## src/rtl/fifo_pkg.sv

```systemverilog
// Shared types and parameter helpers for the single-clock FIFO family.
package fifo_pkg;

  localparam int unsigned FIFO_MIN_DEPTH = 4;

  typedef struct packed {
    logic full;
    logic almost_full;
    logic empty;
    logic almost_empty;
    logic overflow;
    logic underflow;
  } fifo_status_t;

  function automatic bit is_pow2(input int unsigned v);
    return (v != 0) && ((v & (v - 1)) == 0);
  endfunction

endpackage

```

## src/rtl/fifo_ram.sv

```systemverilog
// 1W1R storage array; read port is combinational or registered depending on REG_OUT.
module fifo_ram #(
  parameter int unsigned DATA_WIDTH = 8,
  parameter int unsigned DEPTH      = 16,
  parameter int unsigned ADDR_WIDTH = 4,
  parameter bit          REG_OUT    = 1'b0
) (
  input  logic                  clk,
  input  logic                  rst,
  input  logic                  we,
  input  logic [ADDR_WIDTH-1:0] waddr,
  input  logic [DATA_WIDTH-1:0] wdata,
  input  logic                  re,
  input  logic [ADDR_WIDTH-1:0] raddr,
  output logic [DATA_WIDTH-1:0] rdata
);

  logic [DATA_WIDTH-1:0] mem [DEPTH];

  always_ff @(posedge clk) begin
    if (we) mem[waddr] <= wdata;
  end

  if (REG_OUT) begin : g_reg_out
    logic [DATA_WIDTH-1:0] rdata_q;

    // Output register holds its value between reads.
    always_ff @(posedge clk) begin
      if (rst)     rdata_q <= '0;
      else if (re) rdata_q <= mem[raddr];
    end

    assign rdata = rdata_q;
  end else begin : g_comb_out
    logic unused_ctrl;
    assign unused_ctrl = rst ^ re;
    assign rdata       = mem[raddr];
  end

endmodule

```

## src/rtl/sync_fifo_v3.sv

```systemverilog
// Single-clock FIFO with programmable almost thresholds, sticky errors, flush,
// peak-level tracking and hysteretic pre-fill status.
module sync_fifo_v3
  import fifo_pkg::*;
#(
  parameter  int unsigned DATA_WIDTH     = 8,
  parameter  int unsigned FIFO_DEPTH     = 16,
  localparam int unsigned ADDR_WIDTH     = $clog2(FIFO_DEPTH),
  parameter  bit          FWFT           = 1'b1,
  parameter  int unsigned PRE_FILL_LEVEL = FIFO_DEPTH / 2
) (
  input  logic                  clk,
  input  logic                  rst,
  input  logic                  flush,
  input  logic                  clr_err,
  input  logic                  wr_en,
  input  logic [DATA_WIDTH-1:0] wr_data,
  input  logic                  rd_en,
  output logic [DATA_WIDTH-1:0] rd_data,
  output logic                  rd_valid,
  input  logic [ADDR_WIDTH:0]   af_thresh,
  input  logic [ADDR_WIDTH:0]   ae_thresh,
  output logic                  full,
  output logic                  empty,
  output logic                  almost_full,
  output logic                  almost_empty,
  output logic [ADDR_WIDTH:0]   level,
  output logic [ADDR_WIDTH:0]   peak_level,
  output logic                  pre_fill_done,
  output logic                  overflow,
  output logic                  underflow
);

  localparam int unsigned LW = ADDR_WIDTH + 1;

  if (!is_pow2(FIFO_DEPTH) || FIFO_DEPTH < FIFO_MIN_DEPTH) begin : g_bad_depth
    $error("sync_fifo_v3: FIFO_DEPTH must be a power of 2 and >= %0d", FIFO_MIN_DEPTH);
  end
  if (PRE_FILL_LEVEL < 1 || PRE_FILL_LEVEL > FIFO_DEPTH) begin : g_bad_prefill
    $error("sync_fifo_v3: PRE_FILL_LEVEL out of range");
  end

  logic [LW-1:0] wr_ptr_q, wr_ptr_d;
  logic [LW-1:0] rd_ptr_q, rd_ptr_d;
  logic [LW-1:0] level_q, level_d;
  logic [LW-1:0] peak_q, peak_d;
  logic          pre_fill_q, pre_fill_d;
  logic          ovf_q, ovf_d;
  logic          udf_q, udf_d;
  logic          rd_valid_q, rd_valid_d;
  logic          wr_acc, rd_acc;
  fifo_status_t  status_c;

  // Status flags decode from the registered level only.
  always_comb begin
    status_c              = '0;
    status_c.full         = (level_q == LW'(FIFO_DEPTH));
    status_c.empty        = (level_q == '0);
    status_c.almost_full  = (level_q >= af_thresh);
    status_c.almost_empty = (level_q <= ae_thresh);
    status_c.overflow     = ovf_q;
    status_c.underflow    = udf_q;
  end

  always_comb begin
    wr_acc     = wr_en && !status_c.full  && !flush;
    rd_acc     = rd_en && !status_c.empty && !flush;
    wr_ptr_d   = wr_ptr_q;
    rd_ptr_d   = rd_ptr_q;
    pre_fill_d = pre_fill_q;
    ovf_d      = ovf_q;
    udf_d      = udf_q;
    rd_valid_d = rd_acc;

    if (flush) begin
      wr_ptr_d = '0;
      rd_ptr_d = '0;
    end else begin
      if (wr_acc) wr_ptr_d = wr_ptr_q + LW'(1);
      if (rd_acc) rd_ptr_d = rd_ptr_q + LW'(1);
    end
    level_d = wr_ptr_d - rd_ptr_d;

    // Sets a cycle after reaching the pre-fill level, drops only once drained.
    if (level_d == '0)                       pre_fill_d = 1'b0;
    else if (level_q >= LW'(PRE_FILL_LEVEL)) pre_fill_d = 1'b1;

    // A new error event in the same cycle as clr_err wins.
    if (clr_err) begin
      ovf_d = 1'b0;
      udf_d = 1'b0;
    end
    if (wr_en && status_c.full  && !flush) ovf_d = 1'b1;
    if (rd_en && status_c.empty && !flush) udf_d = 1'b1;

    if (clr_err)                peak_d = level_q;
    else if (level_d > peak_q)  peak_d = level_d;
    else                        peak_d = peak_q;
  end

  always_ff @(posedge clk) begin
    if (rst) begin
      wr_ptr_q   <= '0;
      rd_ptr_q   <= '0;
      level_q    <= '0;
      peak_q     <= '0;
      pre_fill_q <= 1'b0;
      ovf_q      <= 1'b0;
      udf_q      <= 1'b0;
      rd_valid_q <= 1'b0;
    end else begin
      wr_ptr_q   <= wr_ptr_d;
      rd_ptr_q   <= rd_ptr_d;
      level_q    <= level_d;
      peak_q     <= peak_d;
      pre_fill_q <= pre_fill_d;
      ovf_q      <= ovf_d;
      udf_q      <= udf_d;
      rd_valid_q <= rd_valid_d;
    end
  end

  fifo_ram #(
    .DATA_WIDTH (DATA_WIDTH),
    .DEPTH      (FIFO_DEPTH),
    .ADDR_WIDTH (ADDR_WIDTH),
    .REG_OUT    (!FWFT)
  ) u_ram (
    .clk   (clk),
    .rst   (rst),
    .we    (wr_acc),
    .waddr (wr_ptr_q[ADDR_WIDTH-1:0]),
    .wdata (wr_data),
    .re    (rd_acc),
    .raddr (rd_ptr_q[ADDR_WIDTH-1:0]),
    .rdata (rd_data)
  );

  assign rd_valid      = FWFT ? !status_c.empty : rd_valid_q;
  assign full          = status_c.full;
  assign empty         = status_c.empty;
  assign almost_full   = status_c.almost_full;
  assign almost_empty  = status_c.almost_empty;
  assign overflow      = status_c.overflow;
  assign underflow     = status_c.underflow;
  assign level         = level_q;
  assign peak_level    = peak_q;
  assign pre_fill_done = pre_fill_q;

endmodule

```

## config.mk

```make
export PLATFORM = sky130hd
export DESIGN_NAME = sync_fifo_v3
export DESIGN_NICKNAME = d
export VERILOG_FILES = /design/src/rtl/fifo_pkg.sv /design/src/rtl/fifo_ram.sv /design/src/rtl/sync_fifo_v3.sv
export SDC_FILE = /design/constraint.sdc
export NUM_CORES = 1
export LEC_CHECK = 0
export CORE_ASPECT_RATIO = 0.7
export CORE_MARGIN = 4
export CORE_UTILIZATION = 30
export CTS_CLUSTER_DIAMETER = 80
export CTS_CLUSTER_SIZE = 10
export DETAILED_ROUTE_END_ITERATION = 16
export DONT_BUFFER_PORTS = 1
export SLEW_MARGIN = 10
export SYNTH_ARGS = -nofsm -noshare
export SYNTH_HDL_FRONTEND = slang
export SYNTH_SLANG_ARGS = --single-unit
```

## constraint.sdc

```tcl
create_clock -name clk -period 10.1 [get_ports clk]
set_clock_uncertainty 0.2 [all_clocks]
set_input_delay 2.02 -clock clk [delete_from_list [all_inputs] [get_ports clk]]
set_output_delay 2.02 -clock clk [all_outputs]
set_load 0.05 [all_outputs]
```

### After elaboration in Yosys (flattened, before gate mapping)

Memory sizes are Yosys's and may differ from the RTL's. A register that Yosys moved wholly into a read port is not among the register bits.
Cells that the tools add are included.

* input port bits: 24
* memories kept: 1
* flip-flop bits (word level): 23
* logic and storage cells: 45
* memory bits (writable): 128
* output and inout bits: 26

Memories
* u_ram.mem: depth 16, width 8, read ports 1, clocked after memory_dff 1, write ports 1, line fifo_ram.sv:18 `logic [DATA_WIDTH-1:0] mem [DEPTH];`

* muxes and demuxes: 12
* reduce and logical (&&, ||, !) cells: 17
* order comparisons: 4
* equal/unequal tests: 1
* $add $sub $neg: 3

Operators by type and width (count)
* $mux 5: 6
* $add 5x1->5 const B: 2
* $logic_not 5->1: 2
* $logic_and 1x1->1: 8
* $reduce_bool 2->1: 3
* $eq 5x5->1 const B: 1
* $ge 5x4->1 const B: 1
* $ge 5x5->1: 1
* $gt 5x5->1: 1
* $le 5x5->1: 1
* $mux 1: 5
* $sub 5x5->5: 1
* $mux 4: 1
* $logic_not 1->1: 3
* $reduce_or 2->1: 1

### Logic depth before layout (Yosys ltp)

Gate-level depths: netlist of the first run.

* word-level depth: 10
* gate-level depth with buffers: 20
* mapped depth without buffers: 20

### Modules after synthesis

A second synthesis of the first run with hierarchy kept.

* cells, all modules: 418
* area total of the unflattened synthesis: 6633.9 um^2

Modules (own cells, without submodules)
* fifo_ram: seq. area each 3843.7 um^2, cells an instance 221, area an instance 4987.3 um^2, instances 1
* sync_fifo_v3: seq. area each 460.4 um^2, cells an instance 197, area an instance 1646.6 um^2, instances 1

### Least setup slack after synthesis of the first run

Ideal clock, no wire load.

* path kind: input-to-output
* start point: input ae_thresh[1]
* end point: output almost_empty
* stages on the path: 8
* slack: 4276 ps
* arrival time: 3604 ps
* path buffers: 0
* cells stage by stage: inv_1 -> ha_1 -> nor2b_1 -> o21ai_0 -> nand2b_1 -> a21oi_1 -> nor2b_1 -> o22ai_1

* longest elaborated chain between the ends: 1

RTL lines
* from (decl): line sync_fifo_v3.sv:22 `input logic [ADDR_WIDTH:0] ae_thresh,`
* $le 5x5->1: line sync_fifo_v3.sv:60 `status_c.almost_empty = (level_q <= ae_thresh);`
* to (decl): line sync_fifo_v3.sv:26 `output logic almost_empty,`

No other way between the ends.

### Worst setup path in the final report of the first run

Same ends and word-level chain as after synthesis.

==> metrics.txt, run 1 <==
sort of element at the end of the critical path output pin; setup repair after global routing missed its margin false; # hold bufs at CTS 0; Reg clk slew, reported paths roughly 0.06 ns; H-tree depth 4; Avg Inst Size Synth approximately 14 um^2; Crit path required time just under 8 ns; total via count after detailed routing between 3000 and 4000; flop-to-flop setup slack around 4.6 ns; largest fanout of any net on the critical path 2; number of CTS-inserted buffers 17; Final Hold Vio Count 0; postcts setup bufs 0; Syn-to-layout area delta 14.3%; Die Y 132 um; sequential element share of the synthesized area 0.654; net count of the mapped netlist 511; reg-to-reg critical path startpoint level[1]; register area 0.00431 mm^2; largest net degree at the start of global routing 28; total number of yosys warnings 0; number of optimization iterations in the first detailed-route pass 5; CP startpoint kind primary input; vias per cell approximately 4.9; GR Overflow Total 0; maximum clock frequency 167 MHz; DRT antenna net count 0; placement row count 45; WHS Endpoint wr_ptr_q[4]; I/O Pins 50; Crit path max-delay family compound AO/OA/AOI/OAI gates; distinct cell type count after synthesis 46; standard cell area after detailed placement 0.00689 mm^2; number of global-route vias before repair ~3700; mapped cell area 0.00659 mm^2; NumNets Final 515; Power Dens Cells 202 mW/mm^2; final-layout setup total negative slack 0 ns; combined area of the multi-input logic cells 0.00210 mm^2; instance count of the mapped netlist 462; number of clock sinks between 150 and 200; Max Cap Viol 0; global-route wire length before repair 21500 um; area of the die about 0.024 mm^2; chain of cells forming the critical path inv_1, ha_1, nor2b_1, o21ai_0, nand2b_1, a21oi_1, nor2b_1, o22ai_1; post_cts resized 0; share of the cycle needed by the critical path after routing 0.594; Total GRT Usage 0.116; IR Drop Worst-Case VDD 0.123 mV; clock tree from TritonCTS yes; leakage component of the power 2.49 nW; effective utilization at floorplan 0.305; class of the tightest hold or removal check reg -> reg; placeable core region 0.0216 mm^2; clk buf depth 2; Top cell by count, worst path sky130_fd_sc_hd__nor2b_1; Routed wire per std cell 17.9 um; total half-perimeter wirelength after legalization and detailed placement 9280 um; die outline width 185 um; share of cells above drive strength 1 0.134; final routed wirelength across all metal layers ~14000 um; worst hold path cell count 2; cell area after layout between 0.007 and 0.008 mm^2; DRT iter0 DRCs 266; critical path data arrival time 3.77 ns; antenna violations before repair 0; Crit path buffers/inverters 1; standard cell with the maximum stage delay on the critical path sky130_fd_sc_hd__o22ai_1; Rel. slew slack 0.294; hold slack around 0.43 ns; worst setup path category in -> out; Placer Congestion 0.869; count of inserted antenna diode cells 0; clock insertion delay at the later pin of the skew report around 0.42 ns; path depth of the worst reg2reg path 20; time the worst path needs with I/O delays and setup 5.99 ns; peak per-stage delay on the critical path ~0.82 ns; post-synthesis register bit count 151; DRC errors left 0; IO Port Bufs 0; measured slew at the worst slew-check pin 1.08 ns; total of fill cells in the finished design roughly 2100; Min-Delay Startpoint wr_ptr_q[4]; Root Driver sky130_fd_sc_hd__clkbuf_16; count of final max-slew check failures 0; Finish-stage setup viols 0; R2R Path End peak_level[2]; status completed
-- sequential cells by signal, summed over array words and instances, names as in the netlist --
name	cells
level	5
underflow	1
pre_fill_done	1
wr_ptr_q	5
peak_level	5
overflow	1
u_ram.mem	128
rd_ptr_q	5
-- cell type report --
cell class / count / share of cell area
clock buffers: 17 / 0.0565
repair buffers: 5 / 0.00499
clock inverters: 15 / 0.0282
flip-flops and latches: 151 / 0.572
well taps: 282 / 0.0469
multi-input cells: 265 / 0.279
inverters: 26 / 0.0130
-- cells in the mapped netlist (all sizes together) --
cell type	n	area, um^2
nand3	3	15.0
a31oi	2	12.5
buf	9	46.3
o21ai	17	85.1
fa	1	20.0
clkbuf	11	41.3
ha	24	300
a221oi	8	70.1
a311oi	1	8.76
o211ai	2	15.0
nand2	39	146
mux2	3	33.8
dfxtp	23	460
nor2b	8	50.1
a21boi	1	7.51
and2	4	26.3
a21o	2	15.0
nand2b	7	43.8
nor2	32	120
o41a	1	11.3
or4	1	11.3
a21oi	16	83.8
mux2i	31	310
a32oi	3	33.8
or3	1	6.26
nor4	1	21.3
nand4	4	25.0
or2	1	6.26
a22oi	8	60.1
xor2	5	43.8
nor3	12	60.1
mux4	16	360
a211oi	1	7.51
inv	26	97.6
and3	3	18.8
o22ai	1	6.26
edfxtp	128	3840
xnor2	6	60.1
-- worst reg2reg max path, delay by kind of cell (launching register included) --
family          cells  cell delay [ns]
compound gates      5             1.21
xor+xnor            1             0.22
fa+ha+maj           3             0.90
buf+inv             1             0.08
flops               1             0.57
mux                 1             0.26
simple gates        9             2.05
-- how the worst max path moves through the flow --
| stage | from | to | cells past startpoint |
|---|---|---|---|
| floorplan | ae_thresh[1] | almost_empty | 8 |
| global placement | ae_thresh[1] | almost_empty | 8 |
| CTS | ae_thresh[1] | almost_empty | 8 |
| global route | ae_thresh[1] | almost_empty | 8 |
| detailed placement | wr_en | peak_level[2] | 18 |
| finish | ae_thresh[1] | almost_empty | 8 |
-- layout by cell type (no fill, tap or decap), types with 4 or more instances in the layout --
cell / netlist / layout
sky130_fd_sc_hd__edfxtp_1: 128 / 128
sky130_fd_sc_hd__nand2_1: 39 / 39
sky130_fd_sc_hd__nor2_1: 32 / 32
sky130_fd_sc_hd__mux2i_1: 31 / 31
sky130_fd_sc_hd__inv_1: 26 / 26
sky130_fd_sc_hd__ha_1: 24 / 24
sky130_fd_sc_hd__dfxtp_1: 23 / 22
sky130_fd_sc_hd__clkbuf_16: 0 / 17
sky130_fd_sc_hd__o21ai_0: 16 / 16
sky130_fd_sc_hd__mux4_2: 16 / 16
sky130_fd_sc_hd__a21oi_1: 15 / 15
sky130_fd_sc_hd__nor3_1: 12 / 12
sky130_fd_sc_hd__a221oi_1: 8 / 8
sky130_fd_sc_hd__a22oi_1: 8 / 8
sky130_fd_sc_hd__nor2b_1: 8 / 7
sky130_fd_sc_hd__nand2b_1: 7 / 7
sky130_fd_sc_hd__xnor2_1: 5 / 5
sky130_fd_sc_hd__xor2_1: 5 / 5
sky130_fd_sc_hd__inv_6: 0 / 5
sky130_fd_sc_hd__buf_4: 1 / 5
sky130_fd_sc_hd__nand4_1: 4 / 4
sky130_fd_sc_hd__bufinv_16: 0 / 4
-- routing by layer --
| layer | vias up | global-route usage | wire length (um) |
|---|---|---|---|
| li1 | 1751 | - | - |
| met1 | 1868 | 0.161 | 6490 |
| met2 | 105 | 0.175 | 6220 |
| met3 | 26 | 0.0336 | 629 |
| met4 | 0 | 0.0391 | 301 |
| met5 | - | 0 | 0 |
-- kinds of logic after synthesis --
| family | count (synthesis) | synth area share |
|---|---|---|
| adder cells (fa/ha/maj) | 25 | 0.0486 |
| flip-flops | 151 | 0.654 |
| AND/OR/NAND/NOR | 116 | 0.0836 |
| multiplexers | 50 | 0.107 |
| AO/OA/AOI/OAI | 63 | 0.0633 |
| buffers and inverters | 46 | 0.0281 |
| XOR/XNOR | 11 | 0.0158 |
-- through the flow --
step,setup WS (ns),power [W],cells,utilization
finish,4.11,0.00152,761,0.348
global route,4.06,0.00157,761,0.348
CTS,4.12,0.00153,761,0.348
detailed placement,4.05,0.000850,729,0.319
global placement,4.19,0.000847,729,0.319
floorplan,4.28,0.000827,462,-
-- where the power goes --
part	internal (W)	switching (W)
logic	0.0000445	0.0000767
clock network	0.000420	0.000263
registers	0.000684	0.0000310
total	0.00115	0.000370
Power figures use the tool's default switching activity.
==> inputs of run 2 (changes only) <==
- clock period: 10.1 -> 6 ns (I/O delays scaled with it)
==> metrics.txt, run 2 (synthesis gave the netlist of run 1 again) <==
IR Drop Worst-Case VDD 0.228 mV (+86%); final-layout setup total negative slack 0 ns (unchanged); share of cells above drive strength 1 0.146 (+0.0125); status completed; combined area of the multi-input logic cells 0.00210 mm^2 (-0.12%); antenna violations before repair 0 (unchanged); Total GRT Usage 0.118 (+0.00189); DRC errors left 0 (unchanged); global routing met2 resource utilization 0.179 (+0.00365); Min-Delay Startpoint wr_ptr_q[4]; area of the die 0.0244 mm^2 (unchanged); share of the cycle needed by the critical path after routing 0.853; critical path data arrival time 5.27 ns (+1.50 ns); measured slew at the worst slew-check pin 1.09 ns (+0.0166 ns); GR met1 Demand/Resource 0.166 (+0.00477); I/O Pins 50 (unchanged); Reg clk slew, reported paths 0.06 ns (about the same); worst setup path category reg -> reg; count of final max-slew check failures 0 (unchanged); number of optimization iterations in the first detailed-route pass 5 (unchanged); Crit path required time 6.15 ns (-1.73 ns); sort of element at the end of the critical path register; Placer Congestion 0.833 (-4.2%); class of the tightest hold or removal check reg -> reg; time the worst path needs with I/O delays and setup 5.12 ns; effective utilization at floorplan 0.305 (unchanged); largest net degree at the start of global routing 37 (+32%); setup repair after global routing missed its margin false; beginning of the critical path level[3]; global-route wire length before repair 22000 um (+2.0%); number of flip-flops in the largest register 128 (unchanged); hold slack 0.438 ns (+0.00917 ns); number of clock sinks 151 (unchanged); Max Cap Viol 0 (unchanged); H-tree depth 4 (unchanged); DRT iter0 DRCs 366 (+38%); register bank with the most flops u_ram.mem; DRT antenna net count 0 (unchanged); GR Overflow Total 0 (unchanged); IO Port Bufs 0 (unchanged); clk buf depth 2 (unchanged); commonest cells after routing, fill and taps aside sky130_fd_sc_hd__edfxtp_1, sky130_fd_sc_hd__nand2_1, sky130_fd_sc_hd__nor2_1; register area 0.00431 mm^2 (unchanged); Final Hold Vio Count 0 (unchanged); total half-perimeter wirelength after legalization and detailed placement 9400 um (+1.3%); flop-to-flop setup slack 0.88 ns (-3.67 ns); commonest non-fill, non-tap cell in the layout sky130_fd_sc_hd__edfxtp_1; number of CTS-inserted buffers 17 (unchanged); logic gate share of total power 0.090 (+0.010); Syn-to-layout area delta 14.3% (about the same); postcts setup bufs 0 (unchanged); switch share 0.261 (+0.0167); post-layout instance count excluding filler cells 768 (+0.92%); Routed wire per std cell 18.0 um (+0.24%); clock tree from TritonCTS yes; Finished Core Util 0.348 (about the same); Rel. slew slack 0.283 (-0.0109); Finish-stage setup viols 0 (unchanged); met3 capacity usage during global routing 0.0317 (-0.00193); final routed wirelength across all metal layers 13800 um (+1.2%); reg-to-reg critical path startpoint level[3]; total via count after detailed routing 3717 (-0.88%); clock network fraction of total power 0.424 (-0.026); Root Driver sky130_fd_sc_hd__clkbuf_16; # hold bufs at CTS 0 (unchanged); post_cts resized 0 (unchanged); placeable core region 0.0216 mm^2 (unchanged); Placed Cells incl. Taps 736 (+0.96%); largest fanout of any net on the critical path 9 (+7); Power Dens Cells 327 mW/mm^2 (+62%); number of global-route vias before repair 3710 (-0.46%); NumNets Final 522 (+1.4%); Net Sw Power 0.000640 W (+73%); placement row count 45 (unchanged); maximum clock frequency 195 MHz; vias per cell 4.84 (-1.8%); die outline width 185 um (unchanged); count of inserted antenna diode cells 0 (unchanged); CP startpoint kind register; total of fill cells in the finished design 2053 (-1.2%); leakage component of the power 2.49 nW (-0.11%); clock insertion delay at the later pin of the skew report 0.42 ns (about the same); Die Y 132 um (unchanged); sequential group share of total power 0.486 (+0.015); internal power of the cells 0.00182 W (+58%); most used routing layer met2
-- run 2: cell count changes in the layout (fill, tap and decap cells not counted) --
cell / previous run / this run
sky130_fd_sc_hd__bufinv_16: 4 / 1
sky130_fd_sc_hd__nor2b_2: 1 / 0
sky130_fd_sc_hd__clkinv_2: 1 / 0
sky130_fd_sc_hd__clkinvlp_4: 0 / 4
sky130_fd_sc_hd__clkinv_8: 0 / 1
sky130_fd_sc_hd__nor2b_1: 7 / 8
sky130_fd_sc_hd__buf_4: 5 / 12
sky130_fd_sc_hd__clkinv_1: 1 / 0
-- run 2: final cells by class --
cell class,instances,area share
clock buffer,17,0.0565
clock inverter,15,0.0213
inverter,26,0.0130
multi-input combinational,265,0.278
sequential,151,0.572
tap,282,0.0469
timing repair buffer,12,0.0120
-- run 2: final timing paths --
| path | end | cells after the start |
|---|---|---|
| setup / recovery | peak_level[2] | 20 |
| setup reg to reg | peak_level[2] | 20 |
| hold / removal | wr_ptr_q[4] | 2 |
| hold reg to reg | wr_ptr_q[4] | 2 |
-- run 2: power groups by stage --
stage | clock [W] | sequential [W] | combinational, W
2_1_floorplan | 0 | 0.00122 | 0.000177
3_3_place_gp | 0 | 0.00122 | 0.000212
3_5_place_dp | 0 | 0.00122 | 0.000220
6_report | 0.00104 | 0.00119 | 0.000222
4_1_cts | 0.00106 | 0.00119 | 0.000221
5_1_grt | 0.00110 | 0.00120 | 0.000242
-- run 2: stage by stage --
step                      area (um^2)  setup slack [ns]  total power, W
after floorplan                  6590              1.19         0.00139
after global placement           6940             0.917         0.00143
after detailed placement         6940             0.739         0.00144
after CTS                        7530             0.885         0.00247
after global routing             7530             0.511         0.00254
final                            7530             0.883         0.00246
-- run 2: critical path, stage by stage, from the launching register on --
cell                       delay, ns
sky130_fd_sc_hd__dfxtp_1        0.47
sky130_fd_sc_hd__buf_4          0.25
sky130_fd_sc_hd__nor4_4         0.38
sky130_fd_sc_hd__a21boi_1       0.25
sky130_fd_sc_hd__xnor2_1        0.24
sky130_fd_sc_hd__nand2_1        0.11
sky130_fd_sc_hd__ha_1           0.25
sky130_fd_sc_hd__fa_1           0.42
sky130_fd_sc_hd__nor2b_1        0.13
sky130_fd_sc_hd__o21ai_0        0.08
sky130_fd_sc_hd__nand2b_1       0.09
sky130_fd_sc_hd__a31oi_1        0.05
sky130_fd_sc_hd__a32oi_2        0.33
sky130_fd_sc_hd__inv_1          0.08
sky130_fd_sc_hd__ha_1           0.29
sky130_fd_sc_hd__and3_1         0.20
sky130_fd_sc_hd__and3_1         0.18
sky130_fd_sc_hd__a31oi_1        0.57
sky130_fd_sc_hd__mux2i_1        0.27
sky130_fd_sc_hd__nand2_1        0.07
sky130_fd_sc_hd__a21oi_1        0.16
-- run 2: metal layers --
layer  part of all wire  wire length [um]
met3              0.046               628
met4              0.012               163
met2               0.47              6520
met5                  0                 0
met1               0.47              6480
